==> config.mk <==
export PLATFORM = sky130hd
export DESIGN_NAME = hv_binarizer
export DESIGN_NICKNAME = d
export VERILOG_FILES = /design/src/rtl/hv_binarizer.sv
export SDC_FILE = /design/constraint.sdc
export NUM_CORES = 1
export LEC_CHECK = 0
export BUFFER_PORTS_ARGS = -buffer_cell sky130_fd_sc_hd__buf_2
export CAP_MARGIN = 20
export CORE_UTILIZATION = 35
export CTS_BUF_LIST = sky130_fd_sc_hd__clkbuf_8
export DETAILED_ROUTE_END_ITERATION = 10
export SLEW_MARGIN = 20
export SYNTH_ARGS = -nofsm -noshare
export SYNTH_HDL_FRONTEND = slang
export SYNTH_SLANG_ARGS = --single-unit
==> constraint.sdc <==
create_clock -name clk -period 10.9 [get_ports clk]
set_clock_uncertainty 0.2 [all_clocks]
set_input_delay 1.09 -clock clk [delete_from_list [all_inputs] [get_ports clk]]
set_output_delay 1.09 -clock clk [all_outputs]
set_load 0.01 [all_outputs]
==> src/rtl/hv_binarizer.sv <==
// Sign-thresholding binarizer: accumulates bipolar lane contributions per bundle, emits one bit per lane.
// Optional HV_BIN_TIE_LFSR_EN breaks zero-sum ties with a 16-bit LFSR instead of resolving them to 0.

module hv_binarizer_lane #(
    parameter int ACC_W = 8
) (
    input  logic             clk,
    input  logic             rst,
    input  logic             clr,
    input  logic             add,
    input  logic [1:0]       code,
    output logic             neg,
    output logic             zero
);
    localparam logic signed [ACC_W:0] SAT_MAX = (ACC_W+1)'((2 ** (ACC_W - 1)) - 1);
    localparam logic signed [ACC_W:0] SAT_MIN = -SAT_MAX;

    logic signed [ACC_W-1:0] acc, acc_nxt, base, step;
    logic signed [ACC_W:0]   sum;

    always_comb begin
        base = clr ? '0 : acc;
        // code 10 (-2) is not a legal contribution and counts as zero
        case (code)
            2'b01:   step = ACC_W'(1);
            2'b11:   step = -ACC_W'(1);
            default: step = '0;
        endcase
        sum     = $signed({base[ACC_W-1], base}) + $signed({step[ACC_W-1], step});
        acc_nxt = base;
        if (add) begin
            if (sum > SAT_MAX)      acc_nxt = SAT_MAX[ACC_W-1:0];
            else if (sum < SAT_MIN) acc_nxt = SAT_MIN[ACC_W-1:0];
            else                    acc_nxt = sum[ACC_W-1:0];
        end
    end

    always_ff @(posedge clk or posedge rst) begin
        if (rst) acc <= '0;
        else     acc <= acc_nxt;
    end

    // threshold sees the post-update sum so the result can be captured on the accepting edge
    assign neg  = acc_nxt[ACC_W-1];
    assign zero = (acc_nxt == '0);
endmodule

module hv_binarizer #(
    parameter int DIM   = 32,
    parameter int ACC_W = 8,
    parameter int CNT_W = 16
) (
    input  logic               clk,
    input  logic               rst,
    input  logic               acc_start,
    input  logic               acc_valid,
    input  logic               acc_last,
    input  logic [2*DIM-1:0]   sel_vec,
    output logic [DIM-1:0]     bin_bits,
    output logic               bin_valid,
    output logic [CNT_W-1:0]   bin_count,
    output logic               busy
);
    typedef enum logic [1:0] {IDLE, ACCUM, EMIT} state_t;

    state_t             state, state_nxt;
    logic               clr, add, emit_load;
    logic [CNT_W-1:0]   cnt, cnt_base, cnt_nxt;
    logic [DIM-1:0]     neg, zero, tie, bits_nxt;

    always_ff @(posedge clk or posedge rst) begin
        if (rst) state <= IDLE;
        else     state <= state_nxt;
    end

    always_comb begin
        state_nxt = state;
        clr       = 1'b0;
        add       = 1'b0;
        case (state)
            IDLE, ACCUM: begin
                if (acc_start) begin
                    clr       = 1'b1;
                    state_nxt = ACCUM;
                end
                if (acc_valid && (acc_start || state == ACCUM)) begin
                    add = 1'b1;
                    if (acc_last) state_nxt = EMIT;
                end
            end
            EMIT:    state_nxt = IDLE;
            default: state_nxt = IDLE;
        endcase
    end

    assign emit_load = add && acc_last;
    assign bin_valid = (state == EMIT);
    assign busy      = (state != IDLE);

    always_comb begin
        cnt_base = clr ? '0 : cnt;
        cnt_nxt  = cnt_base;
        if (add && cnt_base != '1) cnt_nxt = cnt_base + CNT_W'(1);
    end

    always_ff @(posedge clk or posedge rst) begin
        if (rst) cnt <= '0;
        else     cnt <= cnt_nxt;
    end

    for (genvar i = 0; i < DIM; i++) begin : g_lane
        hv_binarizer_lane #(.ACC_W(ACC_W)) u_lane (
            .clk  (clk),
            .rst  (rst),
            .clr  (clr),
            .add  (add),
            .code (sel_vec[2*i+1:2*i]),
            .neg  (neg[i]),
            .zero (zero[i])
        );
    end

`ifdef HV_BIN_TIE_LFSR_EN
    logic [15:0] lfsr, lfsr_nxt;

    // steps once per emitted bundle; the stepped value is the one used for that bundle's ties
    assign lfsr_nxt = {lfsr[14:0], lfsr[15] ^ lfsr[13] ^ lfsr[12] ^ lfsr[10]};

    always_ff @(posedge clk or posedge rst) begin
        if (rst)            lfsr <= 16'hACE1;
        else if (emit_load) lfsr <= lfsr_nxt;
    end

    for (genvar i = 0; i < DIM; i++) begin : g_tie
        assign tie[i] = lfsr_nxt[i % 16];
    end
`else
    assign tie = '0;
`endif

    assign bits_nxt = (zero & tie) | (~zero & neg);

    always_ff @(posedge clk or posedge rst) begin
        if (rst) begin
            bin_bits  <= '0;
            bin_count <= '0;
        end else if (emit_load) begin
            bin_bits  <= bits_nxt;
            bin_count <= cnt_nxt;
        end
    end
endmodule

==> results.txt <==
----------------------------------------------------
[Setup path]
  CP arrival ... 4.76 ns
  Kind of critical path ... input port to register
  Cell at the slowest stage of the critical path ... sky130_fd_sc_hd__o41ai_1
  Ordered cell list for the critical path ... buf_2 > nand2b_4 > buf_4 > and2_1 > ha_1 > fa_1 > a211oi_1 > o31ai_1 > o21ai_0 > xnor2_1 > o41ai_1 > a22oi_1
  Category of the worst setup path capture point ... register
  Startpoint of the worst register-to-register path ... state[1]
  Depth of the worst register-to-register path ... 11
  Data required time at the worst endpoint ... 11.18 ns
  Endpoint of the lowest-slack register-to-register path ... g_lane[16].u_lane.acc[1]
  Startpoint type of the worst setup path ... input port
  Slack of the worst reg-to-reg path ... 6.53 ns
  Largest driver fanout on the critical path ... 73
  Delay contributed by the slowest stage of the critical path ... 0.67 ns

[GRT]
  Maximum number of pins on one net before global-route repair ... 151
  Number of antenna violations at the first check in global routing ... 5
  Number of global-route vias before repair ... 23100
  Total Routing Usage GR ... 16.6%
  Global-route wire length before repair ... 114000 µm
  Total congestion overflow after global routing ... 0

[Run]
  Max-capacitance violation count ... 0

[CTS]
  Number of sinks driven by the clock tree ... 322
  Maximum root-to-sink buffer count ... 3
  Number of setup buffers added after CTS ... 0
  Clock root cell ... sky130_fd_sc_hd__clkbuf_8
  Num CTS Buffers ... 66
  TritonCTS clock tree ... yes
  Number of gates given a new drive strength after cts ... 0
  Total number of H-tree levels ... 3
  Worst skew pair latency ... 0.65 ns
  CTS hold repair buffers ... 0
  CTS clock-pin slew for the worst setup and hold paths ... 0.06 ns

[Floorplanning]
  Core region area ... 0.0789 mm²
  Top Ports ... 119
  Full die area ... 0.0807 mm²
  Die span in y ... 284 µm
  Die Wd ... 284 µm
  Effective utilization at floorplan ... 35.3%
  Row Count ... 103

[Place]
  Number of I/O port buffers ... 118
  Routability Congestion ... 0.854
  Half-perimeter wire length after detailed placement ... 46600 µm
  Number of cells in the design after placement ... 4248

[Detailed routing]
  Routed wire length ... 67200 µm
  Count of unresolved DRC violations after routing ... 0
  Total number of vias ... 23600
  Wire length on met3 ... 2910 µm
  Post-detailed-route wirelength per cell ... 15.4 µm
  DRT antenna net count ... 0
  Routed vias/inst ... 5.40
  Met1 layer wirelength in the final routing ... 33400 µm
  Number of DRC violations after detailed-routing iteration 0 ... 1232
  Top Metal Used ... met5
  Routed length on met2 ... 29000 µm
  First-pass iteration count of the detailed router ... 5

[Pwr]
  Sum of internal, switching and leakage power ... 0.00523 W
  Clk network pwr share ... 24.2%
  Sw Pwr ... 0.00204 W
  Max VDD drop ... 106 µV
  Power share of the sequential group ... 30.5%
  Leakage power figure ... 14.2 nW
  PwrDens ... 170 mW/mm²
  Internal power ... 0.00319 W
  Proportion of total power due to net switching ... 39.0%
  Comb pwr share ... 45.3%

[Yosys]
  Netlist Area Pre-Place ... 0.0279 mm²
  Count of synthesis-stage warnings from yosys ... 0
  Synth unique cells ... 94
  Synthesized netlist net count ... 3560
  Post-synthesis register bit count ... 322
  Most used flip-flop cell after synthesis ... sky130_fd_sc_hd__dfrtp_1
  Instance count of the mapped netlist ... 3202
  Share of flip-flops with an asynchronous set or reset after synthesis ... 100%
  Average footprint of a synthesized cell ... 8.70 µm²
  Sequential fraction of the synthesis area ... 28.9%
  EDFF count, synth ... 0

[Worst hold path]
  Worst hold path type ... register to register
  Startpoint of the lowest-slack hold path ... bin_count[6]
  End point of the worst hold path ... bin_count[6]
  Cells on Worst Hold Path ... 2

[Finish]
  Area growth, synth to finish ... 10.2%
  Post-layout utilization of the core ... 38.9%
  Total area of multi-input combinational cells ... 0.0191 mm²
  Share of post-route cells with drive strength above 1 ... 9.90%
  Number of standard cells in the layout, taps in and fillers out ... 4364
  Total of fill cells in the finished design ... 8029
  Final net count ... 3624
  Area of all sequential standard cells ... 0.00806 mm²

[Timing]
  Final period utilization ... 41.1%
  Shortest clock period the worst path allows after layout ... 4.49 ns
  Max Transition Viols Final ... 0
  Setup TNS ... 0 ns
  Total count of hold-check failures in the final report ... 0
  Setup repair after global routing missed its margin ... false
  Total setup violations reported at the end of the flow ... 0
  Maximum clock rate ... 223 MHz
  Transition at the pin with the smallest max-transition slack ... 0.980 ns
  Remaining max-slew budget at the tightest pin ... 34.3%

[Status]
  Result of the run ... completed

----------------------------------------------------
## state kept, by name, indices dropped and copies added (netlist names)
| name | flops |
|---|---|
| bin_bits | 32 |
| bin_count | 16 |
| cnt | 16 |
| g_lane.u_lane.acc | 256 |
| state | 2 |
## cells in the final DEF, fill, tap and decap left out, types with 49 or more instances in the layout
| cell | synthesis | final |
|---|---|---|
| sky130_fd_sc_hd__a211oi_1 | 61 | 61 |
| sky130_fd_sc_hd__a21o_1 | 58 | 58 |
| sky130_fd_sc_hd__a21oi_1 | 154 | 154 |
| sky130_fd_sc_hd__and2_1 | 319 | 318 |
| sky130_fd_sc_hd__buf_2 | 17 | 118 |
| sky130_fd_sc_hd__clkbuf_8 | 0 | 82 |
| sky130_fd_sc_hd__dfrtp_1 | 322 | 322 |
| sky130_fd_sc_hd__ha_1 | 257 | 257 |
| sky130_fd_sc_hd__inv_1 | 51 | 71 |
| sky130_fd_sc_hd__nand2_1 | 225 | 224 |
| sky130_fd_sc_hd__nand3_1 | 65 | 65 |
| sky130_fd_sc_hd__nor2_1 | 275 | 275 |
| sky130_fd_sc_hd__nor3_1 | 52 | 52 |
| sky130_fd_sc_hd__o21ai_0 | 262 | 262 |
| sky130_fd_sc_hd__o21bai_1 | 51 | 51 |
| sky130_fd_sc_hd__o2bb2ai_1 | 49 | 49 |
| sky130_fd_sc_hd__xnor2_1 | 82 | 82 |
| sky130_fd_sc_hd__xor2_1 | 81 | 81 |
## kinds of logic after synthesis
| family | after synthesis | share of synthesized area, % |
|---|---|---|
| AO/OA/AOI/OAI | 997 | 24.9 |
| XOR/XNOR | 164 | 5.18 |
| adder cells (fa/ha/maj) | 319 | 14.9 |
| buffers and inverters | 187 | 2.60 |
| flip-flops | 322 | 28.9 |
| multiplexers | 30 | 1.15 |
| AND/OR/NAND/NOR | 1183 | 22.3 |
## metrics by stage
step	setup WS, ns	hold slack (ns)	cell area [µm²]
floorplan	0.697	0.316	27900
global placement	5.81	0.259	29400
detailed placement	5.67	0.263	29400
CTS	6.38	0.248	30700
global route	6.04	0.301	30700
finish	6.41	0.272	30700
## Yosys cell counts (all sizes together), types with 52 or more instances
master / instances / area (µm²)
nand3: 66 / 335
xnor2: 83 / 734
and2: 319 / 2000
nor2: 275 / 1030
ha: 257 / 3220
nor3: 54 / 287
clkbuf: 104 / 390
a21o: 59 / 444
o21ai: 267 / 1340
a21oi: 154 / 771
a211oi: 79 / 683
nand2: 226 / 851
dfrtp: 322 / 8060
xor2: 81 / 709
inv: 52 / 195
## how the worst max path moves through the flow
stage,start,to,slack [ns],cells past startpoint
2_1_floorplan,rst,bin_bits[0],0.70,1
3_3_place_gp,acc_start,g_lane[2].u_lane.acc[2],5.81,10
3_5_place_dp,acc_start,g_lane[7].u_lane.acc[2],5.67,10
4_1_cts,acc_start,g_lane[7].u_lane.acc[3],6.38,10
5_1_grt,acc_start,g_lane[7].u_lane.acc[6],6.04,11
6_report,acc_start,g_lane[16].u_lane.acc[1],6.41,12
## power groups by stage
stage / registers (W) / logic, W / clock network [W]
after floorplan: 0.00161 / 0.00185 / 0
after global placement: 0.00161 / 0.00235 / 0
after detailed placement: 0.00161 / 0.00236 / 0
after CTS: 0.00160 / 0.00237 / 0.00133
after global routing: 0.00163 / 0.00268 / 0.00138
final: 0.00159 / 0.00237 / 0.00126
## layout make-up
class	instances	area share, %
flip-flops and latches	322	26.3
repair buffers	131	2.28
clock inverters	32	0.542
multi-input cells	2693	62.3
clock buffers	82	3.68
well taps	1050	4.28
inverters	52	0.661
diodes	2	0.0163
## metal layers
layer	vias to the layer above	track usage (%)
li1	12000	-
met1	11100	22.7
met2	375	26.2
met3	110	3.08
met4	8	5.83
met5	-	0
## critical path, delay by kind of cell
kind,cells,cell delay (ns)
buffers and inverters,2,0.77
xor gates and xnor gates,1,0.17
AOI/OAI and AO/OA,5,1.49
and+or+nand+nor,2,0.72
adders and majority gates,2,0.44
Note: power is estimated with default switching activity, not from simulation.
